==> config.mk <==
export PLATFORM = sky130hd
export DESIGN_NAME = conf_int_mac_pipe
export DESIGN_NICKNAME = d
export VERILOG_FILES = /design/src/rtl/conf_mac_pkg.sv /design/src/rtl/conf_mac_opnd_mask.sv /design/src/rtl/conf_int_mac_pipe.sv
export SDC_FILE = /design/constraint.sdc
export NUM_CORES = 1
export LEC_CHECK = 0
export ABC_CLOCK_PERIOD_IN_PS = 6450
export CORE_UTILIZATION = 45
export CTS_CLUSTER_DIAMETER = 50
export DETAILED_ROUTE_END_ITERATION = 12
export GPL_TIMING_DRIVEN = 0
export PLACE_DENSITY = 0.72
export SETUP_SLACK_MARGIN = 0.5
export SLEW_MARGIN = 20
export SYNTH_ARGS = -nofsm -noshare
export SYNTH_HDL_FRONTEND = slang
export SYNTH_SLANG_ARGS = --single-unit
==> constraint.sdc <==
create_clock -name clk -period 6.45 [get_ports clk]
set_input_delay 1.29 -clock clk [delete_from_list [all_inputs] [get_ports clk]]
set_output_delay 1.29 -clock clk [all_outputs]
set_load 0.01 [all_outputs]
==> src/rtl/conf_mac_pkg.sv <==
// Shared definitions for the configurable-precision MAC pipeline: FSM encodings,
// default widths, the run-time config payload and the LSB mask helper.
package conf_mac_pkg;

   localparam int unsigned DEF_A_WIDTH   = 24;
   localparam int unsigned DEF_B_WIDTH   = 13;
   localparam int unsigned DEF_ACC_WIDTH = 48;
   localparam int unsigned DEF_OUT_WIDTH = 32;
   localparam int unsigned DEF_OUT_SHIFT = 8;
   localparam int unsigned DEF_CNT_WIDTH = 9;
   localparam int unsigned CUT_A_WIDTH   = 5;
   localparam int unsigned CUT_B_WIDTH   = 4;
   localparam int unsigned MASK_WIDTH    = 64;

   localparam logic [2:0] ST_IDLE  = 3'b000;
   localparam logic [2:0] ST_ACCUM = 3'b001;
   localparam logic [2:0] ST_DRAIN = 3'b010;
   localparam logic [2:0] ST_HOLD  = 3'b011;

   typedef struct packed {
      logic                   apx_en;
      logic [CUT_A_WIDTH-1:0] cut_a;
      logic [CUT_B_WIDTH-1:0] cut_b;
   } mac_cfg_t;

   // Keep-mask with the low 'cut' bits cleared; a cut reaching the width clears everything.
   function automatic logic [MASK_WIDTH-1:0] lsb_clear_mask(input int unsigned width,
                                                            input int unsigned cut);
      logic [MASK_WIDTH-1:0] mask;
      mask = '1;
      if (cut >= width) begin
         mask = '0;
      end else begin
         mask = mask << cut;
      end
      return mask;
   endfunction

endpackage

==> src/rtl/conf_mac_opnd_mask.sv <==
// Combinational operand masking ahead of the first pipeline stage: zeroes the
// requested LSBs of a and b when approximate mode is selected.
module conf_mac_opnd_mask
   import conf_mac_pkg::*;
#(
   parameter int unsigned A_WIDTH = DEF_A_WIDTH,
   parameter int unsigned B_WIDTH = DEF_B_WIDTH
) (
   input  logic [A_WIDTH-1:0]     a,
   input  logic [B_WIDTH-1:0]     b,
   input  logic                   apx_en,
   input  logic [CUT_A_WIDTH-1:0] cut_a,
   input  logic [CUT_B_WIDTH-1:0] cut_b,
   output logic [A_WIDTH-1:0]     a_mask_c,
   output logic [B_WIDTH-1:0]     b_mask_c
);

   logic [A_WIDTH-1:0] keep_a;
   logic [B_WIDTH-1:0] keep_b;

   always_comb begin
      keep_a   = A_WIDTH'(lsb_clear_mask(A_WIDTH, 32'(cut_a)));
      keep_b   = B_WIDTH'(lsb_clear_mask(B_WIDTH, 32'(cut_b)));
      a_mask_c = a;
      b_mask_c = b;
      if (apx_en) begin
         a_mask_c = a & keep_a;
         b_mask_c = b & keep_b;
      end
   end

endmodule

==> src/rtl/conf_int_mac_pipe.sv <==
// Pipelined signed MAC with run-time accurate/approximate operand precision.
// Define CONF_MAC_SAT_EN to clip the output window and report sat_flag.
module conf_int_mac_pipe
   import conf_mac_pkg::*;
#(
   parameter int unsigned A_WIDTH   = DEF_A_WIDTH,
   parameter int unsigned B_WIDTH   = DEF_B_WIDTH,
   parameter int unsigned ACC_WIDTH = DEF_ACC_WIDTH,
   parameter int unsigned OUT_WIDTH = DEF_OUT_WIDTH,
   parameter int unsigned OUT_SHIFT = DEF_OUT_SHIFT,
   parameter int unsigned CNT_WIDTH = DEF_CNT_WIDTH
) (
   input  logic                 clk,
   input  logic                 racc_n,
   input  logic                 clear,
   input  logic                 in_valid,
   output logic                 in_ready,
   input  logic [A_WIDTH-1:0]   a,
   input  logic [B_WIDTH-1:0]   b,
   input  logic                 apx_en,
   input  logic [4:0]           apx_cut_a,
   input  logic [3:0]           apx_cut_b,
   input  logic [CNT_WIDTH-1:0] acc_len,
   output logic                 out_valid,
   input  logic                 out_ready,
   output logic [OUT_WIDTH-1:0] p,
   output logic                 sat_flag,
   output logic [2:0]           state_out
);

   localparam int unsigned PROD_WIDTH = A_WIDTH + B_WIDTH;
   localparam int unsigned WIN_MSB    = OUT_SHIFT + OUT_WIDTH - 1;

   logic [2:0]                   state, state_nxt;
   logic                         accept_c;
   logic                         first_c;
   logic [CNT_WIDTH-1:0]         cnt, cnt_inc_c, len_q, len_in_c;
   logic                         drain_cnt;
   mac_cfg_t                     cfg_q, cfg_live_c, cfg_sel_c;
   logic [A_WIDTH-1:0]           a_mask_c;
   logic [B_WIDTH-1:0]           b_mask_c;

   logic                         s1_vld, s1_first, s2_vld, s2_first;
   logic signed [A_WIDTH-1:0]    s1_a;
   logic signed [B_WIDTH-1:0]    s1_b;
   logic signed [PROD_WIDTH-1:0] a_ext_c, b_ext_c, prod_c, s2_prod;
   logic [ACC_WIDTH-1:0]         acc, acc_nxt, prod_ext_c;
   logic [OUT_WIDTH-1:0]         p_c;
   logic                         sat_c;

   assign state_out = state;
   assign accept_c  = in_valid & in_ready;
   assign first_c   = accept_c & (state == ST_IDLE);
   assign cnt_inc_c = CNT_WIDTH'(cnt + CNT_WIDTH'(1));
   assign len_in_c  = (acc_len == '0) ? CNT_WIDTH'(1) : acc_len;

   // The first pair of a burst uses the live config; later pairs use the latched copy.
   always_comb begin
      cfg_live_c.apx_en = apx_en;
      cfg_live_c.cut_a  = apx_cut_a;
      cfg_live_c.cut_b  = apx_cut_b;
      cfg_sel_c         = (state == ST_IDLE) ? cfg_live_c : cfg_q;
   end

   conf_mac_opnd_mask #(
      .A_WIDTH (A_WIDTH),
      .B_WIDTH (B_WIDTH)
   ) u_opnd_mask (
      .a        (a),
      .b        (b),
      .apx_en   (cfg_sel_c.apx_en),
      .cut_a    (cfg_sel_c.cut_a),
      .cut_b    (cfg_sel_c.cut_b),
      .a_mask_c (a_mask_c),
      .b_mask_c (b_mask_c)
   );

   // Burst sequencing.
   always_comb begin
      state_nxt = state;
      case (state)
         ST_IDLE: begin
            if (accept_c) begin
               state_nxt = (len_in_c == CNT_WIDTH'(1)) ? ST_DRAIN : ST_ACCUM;
            end
         end
         ST_ACCUM: begin
            if (accept_c && (cnt_inc_c == len_q)) begin
               state_nxt = ST_DRAIN;
            end
         end
         ST_DRAIN: begin
            if (drain_cnt) begin
               state_nxt = ST_HOLD;
            end
         end
         ST_HOLD: begin
            if (out_ready) begin
               state_nxt = ST_IDLE;
            end
         end
         default: state_nxt = ST_IDLE;
      endcase
      if (clear) begin
         state_nxt = ST_IDLE;
      end
   end

   always_ff @(posedge clk or negedge racc_n) begin
      if (!racc_n) begin
         state     <= ST_IDLE;
         in_ready  <= 1'b0;
         out_valid <= 1'b0;
      end else begin
         state     <= state_nxt;
         in_ready  <= (state_nxt == ST_IDLE) || (state_nxt == ST_ACCUM);
         out_valid <= (state_nxt == ST_HOLD);
      end
   end

   always_comb begin
      a_ext_c    = PROD_WIDTH'(s1_a);
      b_ext_c    = PROD_WIDTH'(s1_b);
      prod_c     = a_ext_c * b_ext_c;
      prod_ext_c = ACC_WIDTH'(s2_prod);
      acc_nxt    = acc;
      if (s2_vld) begin
         acc_nxt = s2_first ? prod_ext_c : ACC_WIDTH'(acc + prod_ext_c);
      end
   end

   // Output window, optionally clipped when the accumulator exceeds its signed range.
   always_comb begin
      p_c   = acc_nxt[WIN_MSB:OUT_SHIFT];
      sat_c = 1'b0;
`ifdef CONF_MAC_SAT_EN
      if (!((&acc_nxt[ACC_WIDTH-1:WIN_MSB]) || !(|acc_nxt[ACC_WIDTH-1:WIN_MSB]))) begin
         sat_c = 1'b1;
         p_c   = acc_nxt[ACC_WIDTH-1] ? {1'b1, {(OUT_WIDTH-1){1'b0}}}
                                      : {1'b0, {(OUT_WIDTH-1){1'b1}}};
      end
`endif
   end

   always_ff @(posedge clk or negedge racc_n) begin
      if (!racc_n) begin
         cnt       <= '0;
         len_q     <= '0;
         cfg_q     <= '0;
         drain_cnt <= 1'b0;
         s1_vld    <= 1'b0;
         s1_first  <= 1'b0;
         s1_a      <= '0;
         s1_b      <= '0;
         s2_vld    <= 1'b0;
         s2_first  <= 1'b0;
         s2_prod   <= '0;
         acc       <= '0;
         p         <= '0;
         sat_flag  <= 1'b0;
      end else if (clear) begin
         cnt       <= '0;
         drain_cnt <= 1'b0;
         s1_vld    <= 1'b0;
         s1_first  <= 1'b0;
         s2_vld    <= 1'b0;
         s2_first  <= 1'b0;
         acc       <= '0;
      end else begin
         s1_vld   <= accept_c;
         s1_first <= first_c;
         if (accept_c) begin
            s1_a <= a_mask_c;
            s1_b <= b_mask_c;
         end
         s2_vld   <= s1_vld;
         s2_first <= s1_first;
         if (s1_vld) begin
            s2_prod <= prod_c;
         end
         acc <= acc_nxt;
         if (first_c) begin
            cnt   <= CNT_WIDTH'(1);
            len_q <= len_in_c;
            cfg_q <= cfg_live_c;
         end else if (accept_c) begin
            cnt <= cnt_inc_c;
         end
         drain_cnt <= (state == ST_DRAIN) ? ~drain_cnt : 1'b0;
         // The final product lands in acc on the same edge the result is captured.
         if ((state == ST_DRAIN) && (state_nxt == ST_HOLD)) begin
            p        <= p_c;
            sat_flag <= sat_c;
         end
      end
   end

endmodule

==> impl_metrics.py, run 1 <==
metrics = {
    "global_routing": {
        "first_global_vias": 18320,
        "grt-ovfl-total": 0,
        "grt_pass1_wl_um": 99000,
        "antenna_found_initial": 0,
        "grt_usage_pct": 27.18,
        "grt_start_max_net_pins": 101,
    },
    "clocking": {
        "numCtsBuffers": 17,
        "max-clock-path-buffers": 2,
        "cts_hold_buf": 0,
        "cts_tree": "done",
        "root_buffer": "clkbuf_16",
        "cts.clk_slew.worst_paths_ns": 0.08,
        "cts_sinks": 184,
        "cts_max_level": 4,
        "clock_latency_ns": 0.47,
    },
    "logic_synthesis": {
        "ys_seq_area_share_pct": 22.19,
        "synth_largest_area_cell": "fa_1",
        "synth_warnings": 0,
        "yosys_most_used_dff": "dfrtp_1",
        "syn_area_sq_um": 20750,
        "ys_ff_latch": 184,
        "postSynthAreaPerCell_sq_um": 9.096,
        "async_reset_ff_share_pct": 100.0,
        "yosysTopAreaCellShare_pct": 27.40,
        "yosys-top-cells-area": "fa_1 27%, dfrtp_1 22%, ha_1 7.8%",
        "post_synth_inst_count": 2281,
        "synthDistinctLibCells": 75,
        "synth_enable_flop_cells": 0,
    },
    "floorplanning": {
        "rows": 78,
        "ioPinCount": 99,
        "die_y_um": 216.7,
        "die_w_um": 216.7,
        "initial_core_util_pct": 45.72,
        "core_sq_um": 45380,
        "dieArea_sq_um": 46970,
    },
    "drt": {
        "met3_wirelength_um": 3824,
        "vias": 17380,
        "m1WireLength_um": 25870,
        "first_pass_iters": 6,
        "wl_um": 62900,
        "top_layer": "met4",
        "drc_errors": 0,
        "drt_iter0_drc": 1418,
        "dr_wl_met2_um": 30840,
        "avgViaCountPerCell": 5.702,
        "wl_per_cell_um": 20.63,
        "final_antenna_net_count": 0,
    },
    "critical_path": {
        "critical_path.top_delay_family": "adder cells",
        "crit_buf_inv": 6,
        "startpoint_type": "flip-flop",
        "slowest_stage": "fa_1",
        "cp_common_cell": "fa_1",
        "cp_data_arrival_time_ns": 6.56,
        "cp-startpoint": "s1_b[3]$_DFFE_PN0P_",
        "worstSetupPathType": "reg -> reg",
        "end_kind": "flip-flop",
        "timing.rr.end": "s2_prod[35]$_DFFE_PN0P_",
        "ff2ff_setup_slack_ns": 0.22,
        "cp.depth": 23,
        "max_stage_delay_ns": 0.56,
        "crit_chain": "buf_6 > and2_4 > fa_1 > inv_2 > fa_1 > inv_2 > fa_1 > fa_1 > fa_1 > ha_4 > ha_4 > and4_4 > buf_4 > buf_4 > nand4_1 > nor4_4 > o31ai_2 > buf_4 > a21oi_1 > a21o_1 > a31oi_2 > xor2_1 > o21ai_1",
        "r2r-start": "s1_b[3]$_DFFE_PN0P_",
        "rr_worst_depth": 23,
        "cp_data_required_time_ns": 6.78,
        "critical_path_peak_fanout": 4,
    },
    "hold_path": {
        "holdPathStages": 1,
        "hp-start": "s1_first$_DFF_PN0_",
        "worstHoldEndpoint": "s2_first$_DFF_PN0_",
        "holdCritPathClass": "reg -> reg",
    },
    "place": {
        "globalplace.congestion": 0.9613,
        "dp_hpwl_um": 49060,
        "post-place-ws_ns": -0.6863,
        "dp.cells": 2980,
        "port_buffers": 97,
    },
    "sta": {
        "final_max_slew_viol_count": 0,
        "fin_ws_ns": 0.2181,
        "skew_ns": 0.01547,
        "hold_ws_ns": 0.4663,
        "fin_crit_ns": 6.232,
        "hold_viol": 0,
        "finalCritPeriodShare_pct": 96.62,
        "max_freq_ghz": 0.1605,
        "setup_viol": 0,
        "rsz0062_at_grt": "true",
        "max_slew_margin_pct": 39.38,
        "max_slew.worst_pin.slew_ns": 0.8840,
    },
    "power": {
        "ir_drop_uv": 579.4,
        "power.leakage_nw": 11.48,
        "power_density_nw_per_um2": 596.4,
    },
    "status": {
        "outcome": "complete, no violations",
    },
    "finish": {
        "diodes": 0,
        "fillers": 4084,
        "nNetsFinal": 2910,
        "stdcell_count": 3049,
        "syn2layout_area_growth_pct": 17.04,
        "drive_above_1_share_pct": 10.53,
    },
    "flow_run": {
        "max_cap_viol_count": 0,
    },
}
through the flow:
step | setup TNS [ns] | total power [mW] | instance area, sq um | utilization [%]
after global routing | 0 | 15.58 | 24280 | 53.51
after CTS | 0 | 13.34 | 23920 | 52.70
after detailed placement | -4.103 | 10.84 | 22530 | 49.65
after floorplan | 0 | 8.261 | 20780 | -
final | 0 | 14.48 | 24280 | 53.51
after global placement | -648.66 | 10.65 | 22500 | 49.58
metal layers:
layer / track usage (%) / up-vias
met5: 0 / -
met4: 10.96 / 0
met3: 4.070 / 166
met2: 46.42 / 689
met1: 34.49 / 8761
li1: - / 7768
kinds of logic (layout without fill, tap and decap cells):
family / count (synthesis) / count (layout) / synth area share [%]
simple gates: 764 / 764 / 17.02
compound gates: 423 / 423 / 13.31
fa+ha+maj: 413 / 413 / 35.18
buf+inv: 377 / 544 / 6.887
flops: 184 / 184 / 22.19
xor+xnor: 79 / 79 / 3.335
mux: 40 / 40 / 2.056
other cells: 1 / 2 / 0.01807
cell type report:
type | count | area (sq um) | share of cell area [%]
Multi-Input combinational cell | 1721 | 15240 | 62.75
Sequential cell | 184 | 4632 | 19.07
Timing Repair Buffer | 135 | 1311 | 5.400
Clock buffer | 18 | 429.2 | 1.767
Tap cell | 600 | 750.7 | 3.092
Buffer | 112 | 729.5 | 3.004
Clock inverter | 14 | 197.7 | 0.8141
Inverter | 265 | 994.7 | 4.096
synthesized netlist by cell type, drive strengths merged, types with 5 or more instances:
library cell,number
nand2,377
fa,284
inv,265
dfrtp,184
o21ai,144
ha,129
and2,115
nor2,115
clkbuf,102
a21oi,78
xnor2,50
a21o,42
nand3,34
xor2,29
o211ai,28
nor3,24
nand2b,22
mux2,21
nor2b,21
mux2i,19
o311ai,15
a211oi,14
o21a,14
a31oi,13
and3,12
buf,10
a221oi,9
nor4,9
o31ai,9
nand4,8
o21bai,8
or3,8
a311oi,6
a32o,6
nor3b,6
a22o,5
report_power, final:
part	internal [mW]	switching, mW	total [mW]
combinational	5.10	6.64	11.7
clock	0.653	0.494	1.15
sequential	1.35	0.247	1.60
worst max-delay path by stage:
stage	endpoint	slack [ns]
3_3_place_gp	s1_a[12]$_DFFE_PN0P_	-3.55
6_report	s2_prod[35]$_DFFE_PN0P_	0.22
2_1_floorplan	s2_prod[34]$_DFFE_PN0P_	0.51
5_1_grt	s2_prod[35]$_DFFE_PN0P_	0.06
4_1_cts	s2_prod[34]$_DFFE_PN0P_	0.24
3_5_place_dp	s2_prod[35]$_DFFE_PN0P_	-0.69
sequential cells by signal, summed over array words and instances (netlist names), 3 cells and up:
signal / flops
s2_prod: 37
len_q: 9
p: 32
s1_a: 24
state_out: 3
s1_b: 13
cfg_q: 10
acc: 40
cnt: 9
placed cells by master, fill, tap and decap left out, drive strengths merged, types with 67 or more instances in the layout:
cell	count
nand2	377
fa	284
inv	268
dfrtp	184
o21ai	144
ha	129
nor2	115
and2	115
clkbuf	102
clkdlybuf4s50	96
a21oi	78
buf	67
repair_timing:
| item | CTS | global route |
|---|---|---|
| resized for setup | 171 | 76 |
| pin swaps | 39 | 48 |
| setup buffers | 18 | 18 |
| endpoints found under the setup margin | 21 | 17 |
| gates cloned | 1 | 0 |
No activity file was read; power rests on OpenSTA's default activity.
==> run 2: changes to the inputs <==
SLEW_MARGIN = default   (was 20)
==> results of run 2 <==
Same layout as run 1: the final DEF is identical, and so are final timing and power.
